$ cat src/rtl/sb_config_loader.sv
// Purpose : programs a chain of switch-box tiles by serialising a word stream
//           LSB-first onto prog_in/prog_en. Optionally reads the chain back
//           by recirculating prog_out into prog_in, and compares the CRC-8.
// Latency : the first chain shift is 2 cycles after the first handshake.
//           Loads run back-to-back while s_valid stays high. done pulses
//           1 cycle after the last load shift, or 1 cycle after a readback
//           of CHAIN_LEN cycles.
// Backpr. : s_ready is high only in LOAD, and only while the 1-word holding
//           register is empty and fewer than NW words have been taken.
// Ports   : i_prog_clk/i_prog_rst_n - clock and async active-low reset
//           i_start/i_verify        - operation request; verify selects readback
//           i_s_data/i_s_valid/o_s_ready - configuration word stream
//           o_prog_in/o_prog_en/i_prog_out - tile chain head, enable and tail
//           o_busy/o_done/o_err/o_crc - status, end pulse, readback error, CRC-8
module sb_config_loader #(
  parameter int CHAIN_LEN = 32,
  parameter int WORD_W    = 8
) (
  input  logic              i_prog_clk,
  input  logic              i_prog_rst_n,
  input  logic              i_start,
  input  logic              i_verify,
  input  logic [WORD_W-1:0] i_s_data,
  input  logic              i_s_valid,
  output logic              o_s_ready,
  output logic              o_prog_in,
  output logic              o_prog_en,
  input  logic              i_prog_out,
  output logic              o_busy,
  output logic              o_done,
  output logic              o_err,
  output logic [7:0]        o_crc
);
  localparam int NW     = (CHAIN_LEN + WORD_W - 1) / WORD_W;
  localparam int BCNT_W = $clog2(CHAIN_LEN + 1);
  localparam int WCNT_W = $clog2(NW + 1);
  localparam int SCNT_W = $clog2(WORD_W + 1);

  typedef enum logic [1:0] {S_IDLE, S_LOAD, S_READBACK, S_FINISH} state_t;

  state_t              r_state;
  state_t              w_state_nxt;
  logic [WORD_W-1:0]   r_hold;
  logic                r_hold_vld;
  logic [WORD_W-1:0]   r_sh;
  logic [SCNT_W-1:0]   r_sh_cnt;    // unsent bits left in r_sh
  logic [WCNT_W-1:0]   r_words;     // words accepted this load
  logic [BCNT_W-1:0]   r_bits;      // shifts done in the current phase
  logic [7:0]          r_crc;
  logic [7:0]          r_rb_crc;
  logic                r_err;
  logic                r_verify;
  logic                r_prog_en;
  logic                r_prog_in;

  logic w_hs;
  logic w_start;
  logic w_emit;
  logic w_from_hold;
  logic w_load_done;
  logic w_rb_last;
  logic w_bit;

  function automatic logic [7:0] crc8_step(input logic [7:0] c, input logic b);
    logic fb;
    fb = c[7] ^ b;
    return {c[6:0], 1'b0} ^ (fb ? 8'h07 : 8'h00);
  endfunction

  always_ff @(posedge i_prog_clk or negedge i_prog_rst_n) begin
    if (!i_prog_rst_n) r_state <= S_IDLE;
    else               r_state <= w_state_nxt;
  end

  always_comb begin
    w_state_nxt = r_state;
    o_s_ready   = 1'b0;
    o_busy      = 1'b1;
    o_done      = 1'b0;
    o_prog_in   = r_prog_in;
    w_start     = 1'b0;
    w_emit      = 1'b0;
    w_from_hold = 1'b0;
    w_load_done = 1'b0;
    w_rb_last   = 1'b0;
    case (r_state)
      S_IDLE: begin
        o_busy = 1'b0;
        if (i_start) begin
          w_start     = 1'b1;
          w_state_nxt = S_LOAD;
        end
      end
      S_LOAD: begin
        o_s_ready = !r_hold_vld && (r_words != WCNT_W'(NW));
        // The final shift has been on the chain for a cycle; leave LOAD now.
        if (r_bits == BCNT_W'(CHAIN_LEN)) begin
          w_load_done = 1'b1;
          w_state_nxt = r_verify ? S_READBACK : S_FINISH;
        end else if (r_sh_cnt != '0) begin
          w_emit = 1'b1;
        end else if (r_hold_vld) begin
          // Emitting bit 0 straight from the holding register keeps word
          // boundaries bubble-free.
          w_emit      = 1'b1;
          w_from_hold = 1'b1;
        end
      end
      S_READBACK: begin
        o_prog_in = i_prog_out;
        if (r_bits == BCNT_W'(CHAIN_LEN - 1)) begin
          w_rb_last   = 1'b1;
          w_state_nxt = S_FINISH;
        end
      end
      S_FINISH: begin
        o_done      = 1'b1;
        w_state_nxt = S_IDLE;
      end
      default: w_state_nxt = S_IDLE;
    endcase
  end

  assign w_hs      = i_s_valid && o_s_ready;
  assign w_bit     = w_from_hold ? r_hold[0] : r_sh[0];
  assign o_prog_en = r_prog_en;
  assign o_err     = r_err;
  assign o_crc     = r_crc;

  always_ff @(posedge i_prog_clk or negedge i_prog_rst_n) begin
    if (!i_prog_rst_n) begin
      r_hold     <= '0;
      r_hold_vld <= 1'b0;
      r_sh       <= '0;
      r_sh_cnt   <= '0;
      r_words    <= '0;
      r_bits     <= '0;
      r_crc      <= 8'h00;
      r_rb_crc   <= 8'h00;
      r_err      <= 1'b0;
      r_verify   <= 1'b0;
      r_prog_en  <= 1'b0;
      r_prog_in  <= 1'b0;
    end else begin
      if (w_start) begin
        r_verify   <= i_verify;
        r_err      <= 1'b0;
        r_crc      <= 8'h00;
        r_bits     <= '0;
        r_words    <= '0;
        r_hold_vld <= 1'b0;
        r_sh_cnt   <= '0;
      end
      // A handshake cannot coincide with draining the holding register:
      // s_ready requires it to be empty.
      if (w_hs) begin
        r_hold     <= i_s_data;
        r_hold_vld <= 1'b1;
        r_words    <= r_words + 1'b1;
      end else if (w_from_hold) begin
        r_hold_vld <= 1'b0;
      end
      if (w_emit) begin
        r_prog_in <= w_bit;
        r_bits    <= r_bits + 1'b1;
        r_crc     <= crc8_step(r_crc, w_bit);
        if (w_from_hold) begin
          r_sh     <= r_hold >> 1;
          r_sh_cnt <= SCNT_W'(WORD_W - 1);
        end else begin
          r_sh     <= r_sh >> 1;
          r_sh_cnt <= r_sh_cnt - 1'b1;
        end
      end
      // Leftover bits of a partial last word are dropped here.
      if (w_load_done) begin
        r_bits    <= '0;
        r_rb_crc  <= 8'h00;
        r_sh_cnt  <= '0;
        r_prog_in <= 1'b0;
      end
      if (r_state == S_READBACK) begin
        r_bits   <= r_bits + 1'b1;
        r_rb_crc <= crc8_step(r_rb_crc, i_prog_out);
      end
      if (w_rb_last) r_err <= (crc8_step(r_rb_crc, i_prog_out) != r_crc);
      r_prog_en <= w_emit || (w_load_done && r_verify) ||
                   ((r_state == S_READBACK) && !w_rb_last);
    end
  end
endmodule

$ cat config.mk
export PLATFORM = sky130hd
export DESIGN_NAME = sb_config_loader
export DESIGN_NICKNAME = d
export VERILOG_FILES = /design/src/rtl/sb_config_loader.sv
export SDC_FILE = /design/constraint.sdc
export NUM_CORES = 1
export LEC_CHECK = 0
export ABC_CLOCK_PERIOD_IN_PS = 3300
export CORE_ASPECT_RATIO = 2
export CORE_MARGIN = 2
export CORE_UTILIZATION = 30
export DETAILED_ROUTE_END_ITERATION = 12
export GPL_ROUTABILITY_DRIVEN = 0
export HOLD_SLACK_MARGIN = 0.08
export SYNTH_ARGS = -nofsm -noshare
export SYNTH_HDL_FRONTEND = slang
export SYNTH_SLANG_ARGS = --single-unit
$ cat constraint.sdc
create_clock -name i_prog_clk -period 3.3 [get_ports i_prog_clk]
set_clock_uncertainty 0.2 [all_clocks]
set_input_delay 0.495 -clock i_prog_clk [delete_from_list [all_inputs] [get_ports i_prog_clk]]
set_output_delay 0.495 -clock i_prog_clk [all_outputs]
set_load 0.01 [all_outputs]
==> results by group <==
STA
  – Final hold violations: 0
  – Final Setup Violations: 0
  – Tcrit/Tclk final: 85.2%
  – Final TNS setup: 0 ns
  – Period minus WS final: ~2.8 ns
  – Max-slew violation count: 0
  – Slew margin rel.: between 50% and 60%
  – Slew @ Worst Pin: about 0.71 ns
  – RSZ-0062 raised after global routing: false
  – Max Fclk: around 360 MHz

Hold path
  – Worst hold path type: reg2reg
  – Worst Hold Path Cells: 1
  – Hold Path End: r_words[2]$_DFFE_PN0P_
  – Hold_sp: r_words[2]$_DFFE_PN0P_

Placed design
  – Dpl cell area: just under 3000 µm²
  – Port Buffer Count: 27
  – DP Wirelength: between 4000 and 5000 µm
  – Placed cells: 382

Setup path
  – Reg-to-Reg Start: r_bits[0]$_DFFE_PN0P_
  – CP top delay family: buffers and inverters
  – Crit-path slowest cell: clkdlybuf4s50_1
  – Crit path max fanout: 5
  – CP dominant cell by count: inv_1
  – Critical path class: reg2out
  – R2R cell count: 7
  – CP arrival: around 2.1 ns
  – Critical path's largest stage delay: around 0.61 ns
  – Crit start category: flop
  – R2r setup slk: approximately 0.84 ns
  – CP bufs+invs: 3
  – CP cell instances: inv_1, ha_1, inv_1, a211oi_1, clkdlybuf4s50_1
  – Worst path required time: around 2.6 ns
  – Reg2Reg Capture Point: r_sh_cnt[2]$_DFFE_PN0P_
  – CP endpoint kind: output pin

GRT
  – First-pass GRT wire length: roughly 9300 µm
  – Initial antenna violation count: 0
  – Residual overflow from global routing: 0
  – Largest net degree at the start of global routing: 31
  – Total GRT Usage: between 10% and 20%
  – Vias in the first global route: approximately 2000

Clock network
  – Register clock-pin slew on the reported worst setup and hold paths: roughly 0.070 ns
  – Cts bufs inserted: 5
  – Post_cts resized: 0
  – Worst-Skew Late Latency: roughly 0.29 ns
  – H-tree lvl count: 2
  – Clk buf depth: 2
  – CTS tree: built
  – Clk Tree Root Cell: clkbuf_16
  – CTS Sinks: 51

Route
  – Routed Antenna Nets: 0
  – Routed vias/inst: just under 5
  – Detailed Route WL: between 5000 and 6000 µm
  – DRT Pass-1 Iters: 4
  – Vias: 1945
  – Avg WL per Cell: ~14 µm
  – DRC viols: 0
  – Initial DRC count: approximately 110

Floorplanning
  – Chip width: 69.9 µm
  – Die area: approximately 9500 µm²
  – Io pins: 28
  – Die H: around 140 µm
  – # rows: between 40 and 50
  – Core area: about 8500 µm²
  – Initial Utilization: between 30% and 40%

Finish
  – Core Util, Final: between 30 and 40%
  – Most common cell after layout, fill and taps aside: dfrtp_1
  – Share of layout cells above drive strength 1: under 10%
  – Nets: ~320
  – Layout fillers: approximately 900
  – Layout area overhead: 21.1%
  – Finished Cell Area: between 3000 and 4000 µm²
  – Diodes inserted: 0
  – Most frequent cells in the layout: 51 x dfrtp_1, 41 x nand2_1, 27 x o21ai_0
  – Final non-filler cell total: approximately 400
  – Register area: 1280 µm²
  – Multi-input logic area: ~1200 µm²

Power
  – PwrDens: between 900 and 1000 nW/µm²
  – Internal power: roughly 1900 µW
  – Gate power share: about 43%
  – Switching Power: roughly 1200 µW
  – Peak supply drop: 0.000512 V
  – Clk pwr share: 19.4%
  – Total Power: between 3000 and 4000 µW
  – Flop pwr share: between 30% and 40%
  – Switch share: between 30 and 40%
  – Leak: 0.00140 µW

Synth
  – Post-synthesis cell area: around 2600 µm²
  – Cell variety after synth: 39
  – Yosys reg bits: 51
  – Net Count, Synth: 287
  – Synth top area share: about half
  – Mapped Avg Cell Area: 9.95 µm²
  – Area contributors post-synth: dfrtp_1 49%, nand2_1 5.9%, ha_1 5.3%, o21ai_0 5.2%, mux2_2 4.8%
  – Sequential area share after synthesis: between 40 and 50%
  – Yosys warnings: 0
  – Area leader, netlist: dfrtp_1
  – Cells after Synth: between 200 and 300

Status
  – Status: finished clean

Job
  – Max_cap viols: 0
==> per-layer routing <==
| layer | track usage, % | vias to the layer above | routed length, µm |
|---|---|---|---|
| met5 | 0 | - | 0 |
| met4 | 4.91 | 0 | 115 |
| met3 | 1.85 | 6 | 104 |
| met2 | 25.8 | 25 | 3420 |
| met1 | 11.6 | 957 | 2010 |
| li1 | - | 957 | - |
==> metrics by stage <==
step | hold slack (ns) | setup WS [ns]
finish | 0.286 | 0.490
global route | 0.316 | 0.370
CTS | 0.292 | 0.453
detailed placement | 0.283 | 0.774
global placement | 0.277 | 0.801
floorplan | -0.000591 | 0.898
==> worst reg2reg max path, cell delays in order, from the launching register on <==
cell	delay, ns
dfrtp_1	0.42
inv_1	0.07
ha_1	0.15
or4b_4	0.47
o21ai_0	0.24
o21bai_1	0.38
nor2_1	0.12
o221a_2	0.29
==> registers in the layout, summed over array words and instances (netlist names) <==
| signal | flops |
|---|---|
| r_rb_crc | 8 |
| r_hold | 8 |
| r_sh_cnt | 4 |
| o_crc | 8 |
| r_verify | 1 |
| o_err | 1 |
| r_words | 3 |
| r_sh | 7 |
| r_bits | 6 |
| r_hold_vld | 1 |
| r_state | 2 |
| r_prog_in | 1 |
| o_prog_en | 1 |
==> cell usage after synthesis <==
| master | count |
|---|---|
| buf_4 | 1 |
| inv_1 | 14 |
| and2_0 | 1 |
| nor4_4 | 1 |
| o31ai_1 | 3 |
| o221a_1 | 1 |
| a21o_1 | 1 |
| o21bai_1 | 2 |
| or3b_1 | 1 |
| nand3_1 | 13 |
| nor4_1 | 1 |
| a31oi_1 | 2 |
| a211o_1 | 3 |
| nor2_4 | 1 |
| nor3_1 | 7 |
| buf_1 | 1 |
| a21oi_1 | 10 |
| or4b_4 | 1 |
| ha_1 | 11 |
| nor2_1 | 14 |
| mux2i_1 | 7 |
| o2111ai_1 | 1 |
| nor4b_1 | 1 |
| and2_1 | 1 |
| a211oi_1 | 1 |
| buf_6 | 1 |
| xnor2_1 | 9 |
| xor2_1 | 7 |
| o211ai_1 | 2 |
| clkbuf_1 | 8 |
| nand2_1 | 41 |
| mux2_2 | 11 |
| o221a_2 | 1 |
| mux2i_4 | 1 |
| o21ai_0 | 27 |
| nor3b_1 | 1 |
| and3_1 | 1 |
| nand2b_1 | 1 |
| dfrtp_1 | 51 |
==> timing repair <==
item                                   CTS  global route
buffers inserted                         0             0
hold buffers                             1             0
endpoints found under the hold margin   26             0
==> layout make-up <==
cell class / instances / share of cell area (%)
clock inverters: 3 / 1.51
well taps: 100 / 3.96
clock buffers: 5 / 3.96
inverters: 14 / 1.66
multi-input cells: 186 / 38.8
flip-flops and latches: 51 / 40.4
repair buffers: 32 / 9.67
==> power groups by stage <==
| stage | clock, µW | combinational [µW] | sequential [µW] |
|---|---|---|---|
| 4_1_cts | 618 | 1340 | 1160 |
| 5_1_grt | 632 | 1480 | 1200 |
| 2_1_floorplan | 0 | 956 | 1110 |
| 3_5_place_dp | 0 | 1340 | 1170 |
| 3_3_place_gp | 0 | 1300 | 1160 |
| 6_report | 597 | 1320 | 1160 |
==> cell families (layout without fill, tap and decap cells) <==
kind of cell | after synthesis | after routing | synth area share [%]
xor gates and xnor gates | 16 | 16 | 5.37
adders and majority gates | 11 | 11 | 5.28
and+or+nand+nor | 86 | 86 | 15.7
AOI/OAI and AO/OA | 54 | 54 | 12.4
DFF | 51 | 51 | 48.9
buffers and inverters | 25 | 54 | 4.03
muxes | 19 | 19 | 8.30
==> worst max-delay path by stage <==
stage / from / to / slack, ns / cells past startpoint
final: r_state[1]$_DFFE_PN0P_ / o_s_ready / 0.49 / 5
after global routing: r_state[1]$_DFFE_PN0P_ / o_s_ready / 0.37 / 5
after CTS: r_state[1]$_DFFE_PN0P_ / o_s_ready / 0.45 / 5
after detailed placement: r_state[1]$_DFFE_PN0P_ / o_s_ready / 0.77 / 5
after global placement: r_state[1]$_DFFE_PN0P_ / o_s_ready / 0.80 / 5
after floorplan: r_state[1]$_DFFE_PN0P_ / r_hold[0]$_DFFE_PN0P_ / 0.90 / 7
Note: power is estimated with default switching activity, not from simulation.
==> edit 1: new RTL, config.mk and constraints unchanged <==
Change the parameter `WORD_W` from 8 to 16.
--- a/src/rtl/sb_config_loader.sv
+++ b/src/rtl/sb_config_loader.sv
@@ -16,3 +16,3 @@
   parameter int CHAIN_LEN = 32,
-  parameter int WORD_W    = 8
+  parameter int WORD_W    = 16
 ) (
Interface: changed (resized i_s_data); port bits go from 28 to 36. No check against the original RTL was run, so the function may have changed too.
==> edit 1 against the original RTL <==
  * Design area rose by 28%
  * Worst setup slack got worse by 0.062 ns
  * Routed wire length rose by 19%
  * Sequential cell count rose by 16
  * Global-route usage rose by 0.22 points
  * Area after synthesis rose by 25%
  * Total power rose by 16%
==> edit 1: results <==
metrics = {
    "status": {
        "status": "finished, final reports clean",
    },
    "critical_path": {
        "arrival_ns": 2.18,
        "rr_endpoint": "r_words[1]$_DFFE_PN0P_",
        "ff2ff_setup_slack_ns": 0.88,
        "r2r-start": "r_state[1]$_DFFE_PN0P_",
    },
    "power_and_ir_drop": {
        "switching_share": 0.375,
        "p_leak_uw": 0.00179,
        "irDropWorstVdd_v": 0.000518,
    },
    "placement": {
        "portBuffers": 35,
        "pre_cts_ws_ns": 0.763,
        "dpl.hpwl_um": 4580,
    },
    "yosys": {
        "synthTopCellsByCount": "nand2_1, dfrtp_1, o21ai_0",
        "synth_cell_types": 45,
        "yosys-top-cells-area": "dfrtp_1, nand2_1, o21ai_0",
        "synth_fp_nets": 378,
        "ys_seq_area_frac": 0.513,
    },
    "grt": {
        "grtUsageTotal": 0.126,
        "grt_max_degree": 68,
        "first_global_vias": 2420,
        "grt_pass1_wl_um": 11600,
    },
    "sta": {
        "relSlewSlack": 0.440,
    },
    "route": {
        "via_count": 2484,
        "drtIter0Drc": 162,
        "routed_wl_um": 6700,
        "first_pass_iters": 4,
    },
    "clock_network": {
        "cts-buffers-inserted": 9,
        "clk_pin_slew_ns": 0.05,
        "htree_num_levels": 3,
        "clk_latency_ns": 0.33,
    },
    "finish": {
        "final_nets": 415,
        "fillers": 1082,
        "layout-drive-gt1-share": 0.0797,
    },
    "hold_path": {
        "hold_class": "in2async",
    },
}
[edit 1: power by group through the flow]
stage	Sequential, µW	Combinational, µW	Clock (µW)
global route	1440	1510	928
CTS	1390	1330	897
global placement	1400	1310	0
floorplan	1340	957	0
detailed placement	1400	1330	0
finish	1390	1310	871
[edit 1: area by class of cell]
| cell class | instances | area share |
|---|---|---|
| repair buffers | 40 | 0.0948 |
| clock buffers | 12 | 0.0610 |
| well taps | 140 | 0.0434 |
| inverters | 14 | 0.0130 |
| multi-input cells | 252 | 0.366 |
| flip-flops and latches | 67 | 0.415 |
| clock inverters | 4 | 0.00651 |
[edit 1: routing by layer]
layer,global-route usage,part of all wire,vias up
met4,0.0696,0.022,0
met1,0.172,0.48,1176
met5,0,0,-
met2,0.188,0.46,47
met3,0.0249,0.038,10
li1,-,-,1251
[edit 1: worst max path at each step]
stage                                 from                endpoint  slack, ns  cells past startpoint
global route        r_state[1]$_DFFE_PN0P_               o_s_ready       0.27                      5
CTS                 r_state[1]$_DFFE_PN0P_               o_s_ready       0.39                      5
detailed placement  r_state[1]$_DFFE_PN0P_               o_s_ready       0.76                      5
floorplan           r_state[1]$_DFFE_PN0P_  r_hold[10]$_DFFE_PN0P_       1.09                      9
finish              r_state[1]$_DFFE_PN0P_               o_s_ready       0.43                      5
global placement    r_state[1]$_DFFE_PN0P_               o_s_ready       0.79                      5
[edit 1: logic make-up after synthesis]
kind of cell             synth area share
multiplexers                       0.0593
buffers and inverters              0.0367
adder cells (fa/ha/maj)            0.0344
AND/OR/NAND/NOR                     0.207
AO/OA/AOI/OAI                       0.123
flip-flops                          0.513
XOR/XNOR                           0.0268
[edit 1: metrics by stage]
stage | cells | power (µW) | instance area [µm²] | hold WS, ns | util
after floorplan | 347 | 2290 | 3270 | -0.000591 | -
after global placement | 513 | 2700 | 3770 | 0.263 | 0.351
after detailed placement | 513 | 2730 | 3770 | 0.265 | 0.351
after CTS | 529 | 3620 | 4040 | 0.191 | 0.376
after global routing | 529 | 3870 | 4040 | 0.241 | 0.376
final | 529 | 3560 | 4040 | 0.153 | 0.376
[edit 1: critical path: stages (launching register included)]
cell and delay (ns):
dfrtp_1 0.41, inv_1 0.11, ha_1 0.27, inv_1 0.14
nor3_1 0.32, clkdlybuf4s50_1 0.60
==> edit 2: new RTL, same flow settings <==
Without the edit above. The 4 states of `state_t` get a one-hot encoding in 4 bits.
--- a/src/rtl/sb_config_loader.sv
+++ b/src/rtl/sb_config_loader.sv
@@ -38,3 +38,3 @@
 
-  typedef enum logic [1:0] {S_IDLE, S_LOAD, S_READBACK, S_FINISH} state_t;
+  typedef enum logic [3:0] {S_IDLE = 4'b0001, S_LOAD = 4'b0010, S_READBACK = 4'b0100, S_FINISH = 4'b1000} state_t;
 
Function: no difference found for any inputs over 10 cycles, from zero or initial values and one cycle with i_prog_rst_n low; not proved beyond that.
==> edit 2 against the original RTL <==
  * Worst setup slack improved by 0.036 ns
  * Sequential cell count increased by 2
  * Die area increased by 1.4%
  * Design area about the same
  * Critical path depth decreased by 1
  * Cell count decreased by 4.6%
  * Synthesized cell count decreased by 6.5%
  * Routed wire length decreased by 2.0%
  * Area after synthesis increased by 1.4%
  * Critical path type unchanged
Power is not compared: it rests on default switching activity, and its combinational part moved more than twofold at a synthesized area within 25%.
==> edit 2: results <==
metrics = {
    "status": {
        "status": "finished, final reports clean",
    },
    "placement": {
        "portBuffers": 27,
        "pre_cts_ws_ns": 0.789,
        "placed_area_um2": 3010,
        "dpl.hpwl_um": 4030,
        "dp_cells": 365,
    },
    "clock_network": {
        "postCtsSetupRepairBufs": 0,
        "htree_num_levels": 2,
        "clk_latency_ns": 0.29,
        "clk_pin_slew_ns": 0.07,
        "cts-buffers-inserted": 5,
    },
    "power_and_ir_drop": {
        "switching_share": 0.335,
        "irDropWorstVdd_v": 0.000288,
    },
    "hold_path": {
        "hold_class": "in2async",
    },
    "critical_path": {
        "rr_worst_depth": 6,
        "cp_max_fo": 8,
        "slowest_stage": "or4b_1",
        "arrival_ns": 2.08,
        "r2r-start": "r_state[3]$_DFFE_PN0P_",
        "rr_endpoint": "r_prog_in$_DFFE_PN0P_",
        "max_stage_delay_ns": 0.69,
        "ff2ff_setup_slack_ns": 0.83,
    },
    "yosys": {
        "synthTopCellsByCount": "dfrtp_1, nand2_1, o21ai_0",
        "muxShareOfSynthArea": 0.0653,
        "synthCells": 245,
        "yosys-top-cells-area": "dfrtp_1, nand2_1, o21ai_0",
        "synth_compound_area_frac": 0.144,
        "synth_fp_nets": 265,
        "ys_seq_area_frac": 0.502,
        "synth_xor_area_frac": 0.0563,
        "synthAdderAreaFrac": 0.0284,
        "synth_cell_types": 46,
        "synthArstFlopShare": 1.00,
    },
    "route": {
        "drtIter0Drc": 125,
        "vias_per_cell": 5.02,
        "wl_per_cell_um": 14.8,
        "routed_wl_um": 5540,
    },
    "finish": {
        "layout-drive-gt1-share": 0.125,
        "final_nets": 292,
    },
    "sta": {
        "fin_setup_tns_ns": 0,
        "timing.final.crit_period_ns": 2.77,
        "worst_slew_pin_slew_ns": 0.701,
        "timing.hold.ws_ns": 0.110,
    },
    "grt": {
        "grtUsageTotal": 0.126,
        "first_global_vias": 1946,
        "grt_pass1_wl_um": 9490,
        "grt_max_degree": 54,
    },
}
## edit 2: cell count changes after synthesis, moves of 4 or more
cell / unedited run / this run
inv_1: 14 / 9
ha_1: 11 / 6
nand2_1: 41 / 36
o21ai_0: 27 / 21
a21oi_1: 10 / 6
nor3_1: 7 / 2
buf_2: 0 / 4
a22o_1: 0 / 11
nor2_1: 14 / 10
## edit 2: power by group through the flow
stage	Sequential (µW)	Combinational (µW)	Clock, µW
after floorplan	894	514	0
after global placement	923	650	0
after detailed placement	928	670	0
after CTS	917	674	544
after global routing	941	742	567
final	916	656	529
## edit 2: metal layers
layer,part of all wire,vias up,wire length [µm],track usage
li1,-,906,-,-
met5,0,-,0,0
met1,0.38,927,2120,0.134
met4,0.023,0,125,0.0609
met2,0.57,30,3150,0.237
met3,0.026,8,144,0.0184
## edit 2: area by class of cell
class / instances / area, µm²
multi-input cells: 172 / 1230
flip-flops and latches: 53 / 1330
well taps: 100 / 125
clock inverters: 3 / 22.5
clock buffers: 5 / 125
fillers: 872 / 5430
inverters: 9 / 33.8
repair buffers: 31 / 295
## edit 2: critical path: cells and delay by family, from the launching register on
family                 cells  cell delay, ns
DFF                        1            0.43
buffers and inverters      1            0.46
and+or+nand+nor            3            0.88
## edit 2: worst max path at each step
stage	from	endpoint
finish	r_state[1]$_DFFE_PN0P_	o_prog_in
global route	r_state[1]$_DFFE_PN0P_	o_prog_in
CTS	r_state[1]$_DFFE_PN0P_	o_prog_in
detailed placement	i_prog_out	o_err$_DFFE_PN0P_
global placement	i_prog_out	o_err$_DFFE_PN0P_
floorplan	r_sh_cnt[0]$_DFFE_PN0P_	r_bits[3]$_DFFE_PN0P_
